File: src/rtl/game_state_controller_if.sv
`default_nettype none
// ============================================================================
// Module   : game_state_controller_if
// Brief    : Game-control bundle between the sequencer and the rest of the game.
// Revision : 1.0
// ============================================================================
interface game_state_controller_if #(
    parameter int SCORE_W = 10
);
    logic               game_en;
    logic               start_n;
    logic               pause;
    logic               collision;
    logic               obstacle_passed;
    logic [1:0]         state;
    logic               run_en;
    logic               obstacle_respawn;
    logic               hit_flash;
    logic [1:0]         lives;
    logic [SCORE_W-1:0] score;
    logic [SCORE_W-1:0] high_score;

    // master is the sequencer; slave is the surrounding game fabric
    modport master (
        input  game_en, start_n, pause, collision, obstacle_passed,
        output state, run_en, obstacle_respawn, hit_flash, lives, score, high_score
    );

    modport slave (
        output game_en, start_n, pause, collision, obstacle_passed,
        input  state, run_en, obstacle_respawn, hit_flash, lives, score, high_score
    );
endinterface
`default_nettype wire

File: src/rtl/game_state_controller.sv
`default_nettype none
// ============================================================================
// Module   : game_state_controller
// Brief    : IDLE/PLAY/HIT/OVER sequencer owning lives, score and high score.
// Revision : 1.0
// ============================================================================
module game_state_controller #(
    parameter logic [1:0]   LIVES_INIT = 2'd3,
    parameter logic [7:0]   HIT_TICKS  = 8'd60,
    parameter int           SCORE_W    = 10,
    parameter logic [SCORE_W-1:0] SCORE_MAX = 10'd999
) (
    input  wire logic            clk,
    input  wire logic            rst,
    game_state_controller_if.master bus
);

    typedef enum logic [1:0] {
        ST_IDLE = 2'b00,
        ST_PLAY = 2'b01,
        ST_HIT  = 2'b10,
        ST_OVER = 2'b11
    } state_t;

    localparam logic [7:0] c_HIT_LOAD = (HIT_TICKS == 8'd0) ? 8'd1 : HIT_TICKS;

    logic               r_sync1;
    logic               r_sync2;
    logic               r_sync3;
    logic               r_start_pulse;

    state_t             r_state;
    logic [1:0]         r_lives;
    logic [SCORE_W-1:0] r_score;
    logic [SCORE_W-1:0] r_high;
    logic [7:0]         r_timer;
    logic               r_respawn;

    state_t             w_state_nx;
    logic [1:0]         w_lives_nx;
    logic [SCORE_W-1:0] w_score_nx;
    logic [SCORE_W-1:0] w_high_nx;
    logic [7:0]         w_timer_nx;
    logic               w_respawn_nx;
    logic               w_hit_q;
    logic               w_pass_q;

    // Button synchroniser; falling edge is taken between the 2nd and 3rd stage
    always_ff @(posedge clk) begin
        if (!rst) begin
            r_sync1       <= 1'b1;
            r_sync2       <= 1'b1;
            r_sync3       <= 1'b1;
            r_start_pulse <= 1'b0;
        end else begin
            r_sync1       <= bus.start_n;
            r_sync2       <= r_sync1;
            r_sync3       <= r_sync2;
            r_start_pulse <= r_sync3 & ~r_sync2;
        end
    end

    always_ff @(posedge clk) begin
        if (!rst) begin
            r_state   <= ST_IDLE;
            r_lives   <= LIVES_INIT;
            r_score   <= '0;
            r_high    <= '0;
            r_timer   <= 8'd0;
            r_respawn <= 1'b0;
        end else begin
            r_state   <= w_state_nx;
            r_lives   <= w_lives_nx;
            r_score   <= w_score_nx;
            r_high    <= w_high_nx;
            r_timer   <= w_timer_nx;
            r_respawn <= w_respawn_nx;
        end
    end

    always_comb begin
        w_state_nx   = r_state;
        w_lives_nx   = r_lives;
        w_score_nx   = r_score;
        w_high_nx    = r_high;
        w_timer_nx   = r_timer;
        w_respawn_nx = 1'b0;

        // A qualified collision suppresses any same-cycle score increment
        w_hit_q  = bus.game_en & ~bus.pause & bus.collision;
        w_pass_q = bus.obstacle_passed & ~bus.pause & ~w_hit_q;

        case (r_state)
            ST_IDLE, ST_OVER: begin
                if (r_start_pulse) begin
                    w_state_nx   = ST_PLAY;
                    w_lives_nx   = LIVES_INIT;
                    w_score_nx   = '0;
                    w_respawn_nx = 1'b1;
                end
            end
            ST_PLAY: begin
                if (w_hit_q) begin
                    w_respawn_nx = 1'b1;
                    w_lives_nx   = r_lives - 2'd1;
                    if (r_lives <= 2'd1) begin
                        w_state_nx = ST_OVER;
                        w_lives_nx = 2'd0;
                        w_high_nx  = (r_score > r_high) ? r_score : r_high;
                    end else begin
                        w_state_nx = ST_HIT;
                        w_timer_nx = c_HIT_LOAD;
                    end
                end else if (w_pass_q && (r_score < SCORE_MAX)) begin
                    w_score_nx = r_score + SCORE_W'(1);
                end
            end
            ST_HIT: begin
                if (bus.game_en) begin
                    if (r_timer <= 8'd1) begin
                        w_state_nx = ST_PLAY;
                        w_timer_nx = 8'd0;
                    end else begin
                        w_timer_nx = r_timer - 8'd1;
                    end
                end
            end
            default: w_state_nx = ST_IDLE;
        endcase
    end

    assign bus.state            = r_state;
    assign bus.run_en           = bus.game_en & (r_state == ST_PLAY) & ~bus.pause;
    assign bus.obstacle_respawn = r_respawn;
    assign bus.hit_flash        = (r_state == ST_HIT);
    assign bus.lives            = r_lives;
    assign bus.score            = r_score;
    assign bus.high_score       = r_high;

endmodule
`default_nettype wire

File: src/flat_wrapper.sv
// flat-port wrapper written by rule: the top's interface ports become plain ports
module game_state_controller_flat 
#(
    parameter logic [1:0]   LIVES_INIT = 2'd3,
    parameter logic [7:0]   HIT_TICKS  = 8'd60,
    parameter int           SCORE_W    = 10,
    parameter logic [SCORE_W-1:0] SCORE_MAX = 10'd999
)
  (clk, rst, bus_game_en, bus_start_n, bus_pause, bus_collision, bus_obstacle_passed, bus_state, bus_run_en, bus_obstacle_respawn, bus_hit_flash, bus_lives, bus_score, bus_high_score);
  game_state_controller_if #(.SCORE_W(SCORE_W)) bus_i ();
  input  wire logic clk;
  input  wire logic rst;
  input wire logic [$bits(bus_i.game_en)-1:0] bus_game_en;
  input wire logic [$bits(bus_i.start_n)-1:0] bus_start_n;
  input wire logic [$bits(bus_i.pause)-1:0] bus_pause;
  input wire logic [$bits(bus_i.collision)-1:0] bus_collision;
  input wire logic [$bits(bus_i.obstacle_passed)-1:0] bus_obstacle_passed;
  output wire logic [$bits(bus_i.state)-1:0] bus_state;
  output wire logic [$bits(bus_i.run_en)-1:0] bus_run_en;
  output wire logic [$bits(bus_i.obstacle_respawn)-1:0] bus_obstacle_respawn;
  output wire logic [$bits(bus_i.hit_flash)-1:0] bus_hit_flash;
  output wire logic [$bits(bus_i.lives)-1:0] bus_lives;
  output wire logic [$bits(bus_i.score)-1:0] bus_score;
  output wire logic [$bits(bus_i.high_score)-1:0] bus_high_score;
  assign bus_i.game_en = bus_game_en;
  assign bus_i.start_n = bus_start_n;
  assign bus_i.pause = bus_pause;
  assign bus_i.collision = bus_collision;
  assign bus_i.obstacle_passed = bus_obstacle_passed;
  assign bus_state = bus_i.state;
  assign bus_run_en = bus_i.run_en;
  assign bus_obstacle_respawn = bus_i.obstacle_respawn;
  assign bus_hit_flash = bus_i.hit_flash;
  assign bus_lives = bus_i.lives;
  assign bus_score = bus_i.score;
  assign bus_high_score = bus_i.high_score;
  game_state_controller #(.LIVES_INIT(LIVES_INIT), .HIT_TICKS(HIT_TICKS), .SCORE_W(SCORE_W), .SCORE_MAX(SCORE_MAX)) u_core (.clk(clk), .rst(rst), .bus(bus_i));
endmodule
File: config.mk
export PLATFORM = sky130hd
export DESIGN_NAME = game_state_controller_flat
export DESIGN_NICKNAME = d
export VERILOG_FILES = /design/src/rtl/game_state_controller_if.sv /design/src/rtl/game_state_controller.sv /design/src/flat_wrapper.sv
export SDC_FILE = /design/constraint.sdc
export NUM_CORES = 1
export LEC_CHECK = 0
export BUFFER_PORTS_ARGS = -buffer_cell sky130_fd_sc_hd__buf_2
export CAP_MARGIN = 40
export CORE_MARGIN = 1.5
export CORE_UTILIZATION = 56
export DETAILED_ROUTE_END_ITERATION = 6
export PLACE_DENSITY = 0.79
export SLEW_MARGIN = 20
export SYNTH_ARGS = -nofsm -noshare
export SYNTH_HDL_FRONTEND = slang
export SYNTH_SLANG_ARGS = --single-unit
File: constraint.sdc
create_clock -name clk -period 2.3 [get_ports clk]
set_input_delay 0 -clock clk [delete_from_list [all_inputs] [get_ports clk]]
set_output_delay 0 -clock clk [all_outputs]
set_load 0.01 [all_outputs]
==> metrics.txt, run 1 <==
status=finished, final reports clean; Max clock buf depth=2; final worst hold slack=0.0162 ns; Slowest cell on crit path=o21ai_0; ys async rst share=0%; Tcrit/Tclk final=90.2%; Iter 0 DRT Violations=between 100 and 150; die extent in x=64.1 um; Setup crit end kind=register; DR DRC count=0; sequential-to-total area share from yosys stat=a little over a third; Initial Utilization=57.6%; PD cells=665 nW/um^2; number of max-cap violations=0; Final TNS setup=0 ns; P&R area growth vs syn=16.9%; drt pass-1 iters=5; # hold bufs at CTS=1; core box area=3630 um^2; post-place setup slack=roughly 0.25 ns; first-pass GRT wire length=8060 um; Die H=64.1 um; ratio of cells with drive above 1 in the final layout=21.6%; crit path DAT=2.25 ns; internal power=1.08 mW; met3 usage=5.28%; Vias/cell=5.63; Total Die Area=4110 um^2; Synth Cell Area=2090 um^2; crit-path cells=inv_1, ha_1, and4b_1, o21ai_0, buf_4, nor3_1, a21oi_1, nor2_1; met1 Use GR=around a third; largest net degree at the start of global routing=27; #FFs+latches synth=37; IO Pins=34; HPWL after DPL=approximately 3500 um; # rows=22; Post-Syn Nets=272; vias in the first global route=1711; worst hold path type=input pin to register; Crit Path Class=register to register; number of synthesized flops with an enable pin=0; Placed Cells=332; Final Hold Viols=0; RSZ-0062 raised after global routing=no; synth warn=0; max-slew violation count=0; clk slew on worst S/H paths=0.07 ns; Comb power frac=29.2%; top_reg_cell synth=dfxtp_1; H-Tree Depth=2; Seq pwr share=42.5%; antenna diode count=0; remaining global-route overflow=0; worst setup margin=0.225 ns; crit path launch type=register; Syn Area/Cell=~8.4 um^2; slew margin rel.=49.7%; Global Route Usage Sum=roughly 25%; maximum VDD drop=0.445 mV; met2 usage in global routing=about two fifths; Clock Power Share=28.4%; Unique masters post-synth=47; via count=1914; Final Setup Violations=0; Post-Syn Instances=250; Clock Tree Root=clkbuf_8; total CTS buffers=5; clk sinks=37; CTS tree=done; clock period minus worst slack=2.08 ns; DR WL/cell=roughly 14 um; Post-CTS Setup Bufs=0; Static Leakage=around 0.99 nW; GPL Wtd Cong=0.889; Worst-Skew Late Latency=0.29 ns; Post-CTS Resized=0; Net Sw Frac=33.7%; Fin Clk Skew=0.00435 ns; # port buffers=33; worst endpoint required time=2.47 ns; fin nets=314; GRT busiest layer=met2; fin cells=340; net switching power figure=548 uW; ANT nets after route=0; WL final=4670 um; CP max stage delay=0.60 ns; Max Clk Rate=a little under 500 MHz; maximum net fanout on the critical path=8; initial antenna violation count=0; actual slew at the worst max-slew pin=0.747 ns
==> through the flow <==
| stage | utilization, % | power [mW] | instance area (um^2) |
|---|---|---|---|
| 2_1_floorplan | - | 1.06 | 2090 |
| 3_3_place_gp | 64.7 | 1.16 | 2350 |
| 3_5_place_dp | 64.7 | 1.17 | 2350 |
| 4_1_cts | 67.4 | 1.64 | 2450 |
| 5_1_grt | 67.4 | 1.72 | 2450 |
| 6_report | 67.4 | 1.63 | 2450 |
==> registers in the layout, indices dropped and copies added (netlist names) <==
| signal | cells |
|---|---|
| u_core.bus.score | 10 |
| u_core.r_sync1 | 1 |
| u_core.r_sync2 | 1 |
| u_core.r_timer | 8 |
| u_core.bus.high_score | 10 |
| u_core.bus.obstacle_respawn | 1 |
| u_core.r_start_pulse | 1 |
| u_core.bus.lives | 2 |
| u_core.bus.state | 2 |
| u_core.r_sync3 | 1 |
==> per-layer routing <==
metal | vias up | wire (um) | part of all wire [%]
met1 | 904 | 2230 | 48
li1 | 969 | - | -
met5 | - | 0 | 0
met3 | 7 | 172 | 3.7
met4 | 0 | 61 | 1.3
met2 | 34 | 2210 | 47
==> cell families after synthesis <==
kind of cell,share of synthesized area [%]
AOI/OAI and AO/OA,19.1
xor gates and xnor gates,1.26
adders and majority gates,8.97
buffers and inverters,6.34
DFF,35.4
muxes,5.74
and+or+nand+nor,23.2
==> final cells by class <==
class | instances | area [um^2]
multi-input cells | 180 | 1220
fillers | 326 | 1190
flip-flops and latches | 37 | 741
repair buffers | 44 | 250
inverters | 24 | 90.1
clock buffers | 7 | 86.3
well taps | 48 | 60.1
==> power groups by stage <==
stage          logic, mW  clock network, mW  registers [mW]
2_1_floorplan      0.348                  0           0.709
3_3_place_gp       0.462                  0           0.703
3_5_place_dp       0.469                  0           0.706
4_1_cts            0.474              0.473           0.691
5_1_grt            0.522              0.507           0.694
6_report           0.475              0.462           0.691
==> cells in the final DEF (no fill, tap or decap), types with 2 or more instances in the layout <==
cell      count
o211ai_1      2
o21ai_0      10
o41ai_1       2
nor3_1        7
nand3b_1      2
xnor2_1       3
o21a_1        4
or3_2         2
inv_1        24
clkbuf_8      6
nand2b_1      5
nor2b_1       2
ha_1         15
nor4_1        2
nor2_1       14
or3_1         2
or2_2         4
a21oi_1      14
a31oi_1       2
dfxtp_1      37
nand2_1      35
nand3_1      11
nand4_1       4
buf_4        10
a21o_1        4
buf_2        33
a211oi_1      4
mux2i_1      12
==> critical path, delay by kind of cell (launching register included) <==
| family | cells | cell delay, ns |
|---|---|---|
| compound gates | 2 | 0.72 |
| fa+ha+maj | 1 | 0.21 |
| flops | 1 | 0.39 |
| buf+inv | 2 | 0.33 |
| simple gates | 3 | 0.31 |
==> cells in the mapped netlist, types with 2 or more instances <==
| library cell | number | area, um^2 |
|---|---|---|
| dfxtp_1 | 37 | 741 |
| nand2_1 | 35 | 131 |
| inv_1 | 24 | 90.1 |
| ha_1 | 15 | 188 |
| a21oi_1 | 14 | 70.1 |
| nor2_1 | 14 | 52.6 |
| mux2i_1 | 12 | 120 |
| nand3_1 | 11 | 55.1 |
| o21ai_0 | 10 | 50.1 |
| nor3_1 | 7 | 35.0 |
| nand2b_1 | 5 | 31.3 |
| a211oi_1 | 4 | 30.0 |
| a21o_1 | 4 | 30.0 |
| clkbuf_1 | 4 | 15.0 |
| nand4_1 | 4 | 25.0 |
| o21a_1 | 4 | 30.0 |
| or2_2 | 4 | 25.0 |
| buf_2 | 3 | 15.0 |
| xnor2_1 | 3 | 26.3 |
| a31oi_1 | 2 | 12.5 |
| nand3b_1 | 2 | 15.0 |
| nor2b_1 | 2 | 12.5 |
| nor4_1 | 2 | 12.5 |
| o211ai_1 | 2 | 15.0 |
| o41ai_1 | 2 | 17.5 |
| or3_1 | 2 | 12.5 |
| or3_2 | 2 | 15.0 |
==> final timing paths <==
kind | from | depth (start not counted) | end | slack [ns]
setup / recovery | u_core.bus.state[1]$_SDFFE_PN0P_ | 8 | u_core.r_timer[0]$_SDFFE_PN0P_ | 0.22
hold / removal | rst | 3 | u_core.bus.high_score[7]$_SDFFE_PN0P_ | 0.02
setup reg to reg | u_core.bus.state[1]$_SDFFE_PN0P_ | 8 | u_core.r_timer[0]$_SDFFE_PN0P_ | 0.22
hold reg to reg | u_core.r_sync3$_SDFF_PN1_ | 2 | u_core.r_start_pulse$_SDFF_PN0_ | 0.42
No activity file was read; power rests on OpenSTA's default activity.
==> run 2, diff against run 1 <==
--- a/config.mk
+++ b/config.mk
@@ -8,9 +8,9 @@
 export BUFFER_PORTS_ARGS = -buffer_cell sky130_fd_sc_hd__buf_2
 export CAP_MARGIN = 40
 export CORE_MARGIN = 1.5
-export CORE_UTILIZATION = 56
+export CORE_UTILIZATION = 24
 export DETAILED_ROUTE_END_ITERATION = 6
-export PLACE_DENSITY = 0.79
+export SETUP_SLACK_MARGIN = 0.3
 export SLEW_MARGIN = 20
 export SYNTH_ARGS = -nofsm -noshare
 export SYNTH_HDL_FRONTEND = slang
==> run 2 against run 1 <==
  * Register-to-register slack gained 0.19 ns
  * Cell count rose by 18%
  * Count of clock-buffer cells in the layout is the same
  * Non-clock buffer count rose by 3
  * Combinational power up 4%
  * First-iteration DRC count is 9.8% lower
  * Global-route usage shrank 13 points
  * Maximum frequency up 10%
  * Via count decreased by 1.8%
  * Hold slack improved by 0.015 ns
  * Core utilization fell by 37 points
  * Largest cell class unchanged
==> metrics.txt, run 2 (synthesis gave the netlist of run 1 again) <==
status=finished, final reports clean; Setup crit end kind=register; die extent in x=96.4 um; H-Tree Depth=2; ratio of cells with drive above 1 in the final layout=25.4%; clk slew on worst S/H paths=~0.080 ns; first-pass GRT wire length=8470 um; CTS tree=done; ANT nets after route=0; HPWL after DPL=3880 um; crit-path cells=ha_2, a211oi_2, o311ai_1, buf_4, or2_2, or3_1, a21oi_1; GPL Wtd Cong=0.812; met1 Use GR=15.8%; # port buffers=33; WL final=about 5000 um; IO Pins=34; clk sinks=37; crit path DAT=2.11 ns; Global Route Usage Sum=around an eighth; Finished Cell Area=2560 um^2; PD cells=644 nW/um^2; fin nets=317; total CTS buffers=5; storage element area=around 750 um^2; core box area=8340 um^2; Total Die Area=9290 um^2; Final Setup Violations=0; GRT busiest layer=met2; via count=1879; Slowest cell on crit path=dfxtp_1; drt pass-1 iters=5; Max clock buf depth=2; Worst-Skew Late Latency=0.29 ns; number of max-cap violations=0; Iter 0 DRT Violations=between 100 and 150; Final Hold Viols=0; Placed Area=2440 um^2; initial antenna violation count=0; DR WL/cell=about 13 um; Die H=between 90 and 100 um; Crit Path Class=register to register; multi-input logic area=1230 um^2; Initial Utilization=25.1%; clock period minus worst slack=1.89 ns; Tcrit/Tclk final=82.0%; P&R area growth vs syn=22.5%; met3 usage=2.66%; remaining global-route overflow=0; Static Leakage=1.01 nW; # fillers=906; maximum net fanout on the critical path=11; worst hold path type=input pin to register; Clock Tree Root=clkbuf_8; CP max stage delay=around 0.37 ns; Max Clk Rate=530 MHz; max-slew violation count=0; crit path launch type=register; Vias/cell=4.70; commonest non-fill, non-tap cell in the layout=nand2_1; # rows=33; maximum VDD drop=0.258 mV; antenna diode count=0; met2 usage in global routing=18.8%; DR DRC count=0; Final TNS setup=0 ns; final worst hold slack=0.0311 ns; largest net degree at the start of global routing=20; worst endpoint required time=2.52 ns; slew margin rel.=a little under three fifths; total power=1.65 mW; vias in the first global route=1736; most frequent cells in the layout=34 x nand2_1, 33 x buf_2, 32 x dfxtp_1; Fin Clk Skew=0.00989 ns; RSZ-0062 raised after global routing=no; actual slew at the worst max-slew pin=0.664 ns
## run 2: cell count changes in the layout (fill, tap and decap cells not counted), sizes merged
cell | previous run | this run
buf | 43 | 46
## run 2: layout make-up
class | instances | share of cell area (%)
Tap cell | 105 | 5.12
Sequential cell | 37 | 29.1
Multi-Input combinational cell | 180 | 48.0
Timing Repair Buffer | 47 | 10.9
Inverter | 24 | 3.51
Clock buffer | 7 | 3.37
## run 2: worst paths after layout
path	from	slack (ns)	endpoint	cells past startpoint
max	u_core.bus.score[1]$_SDFFE_PN0P_	0.41	u_core.bus.score[2]$_SDFFE_PN0P_	7
min	rst	0.03	u_core.bus.lives[1]$_SDFFE_PN1P_	2
min reg2reg	u_core.r_sync3$_SDFF_PN1_	0.41	u_core.r_start_pulse$_SDFF_PN0_	2
max reg2reg	u_core.bus.score[1]$_SDFFE_PN0P_	0.41	u_core.bus.score[2]$_SDFFE_PN0P_	7
## run 2: per-stage QoR
step	util [%]	std cells	setup slack [ns]
4_1_cts	30.4	399	0.346
5_1_grt	30.8	400	0.282
2_1_floorplan	-	250	0.322
3_3_place_gp	29.2	391	0.382
3_5_place_dp	29.2	391	0.362
6_report	30.8	400	0.414
## run 2: repair_timing
action / in CTS / in global routing
endpoints found under the setup margin: 0 / 19
resized for setup: 0 / 11
hold buffers: 1 / 0
hold endpoints to repair: 1 / 0
buffers inserted: 0 / 1
## run 2: layer usage
metal | up-vias | part of all wire (%)
met5 | - | 0
met4 | 0 | 1.5
met3 | 6 | 3.0
met2 | 38 | 47
met1 | 865 | 49
li1 | 970 | -
## run 2: worst max-delay path, delay by kind of cell (launching register included)
family                     cells  cell delay (ns)
DFF                            1             0.37
buffers and inverters          1             0.19
AOI/OAI and AO/OA              3             0.43
adders and majority gates      1             0.22
and+or+nand+nor                2             0.61
## run 2: where the power goes
group | internal, mW | switching (mW)
registers | 0.667 | 0.0227
clock network | 0.238 | 0.231
logic | 0.187 | 0.305
total | 1.09 | 0.559
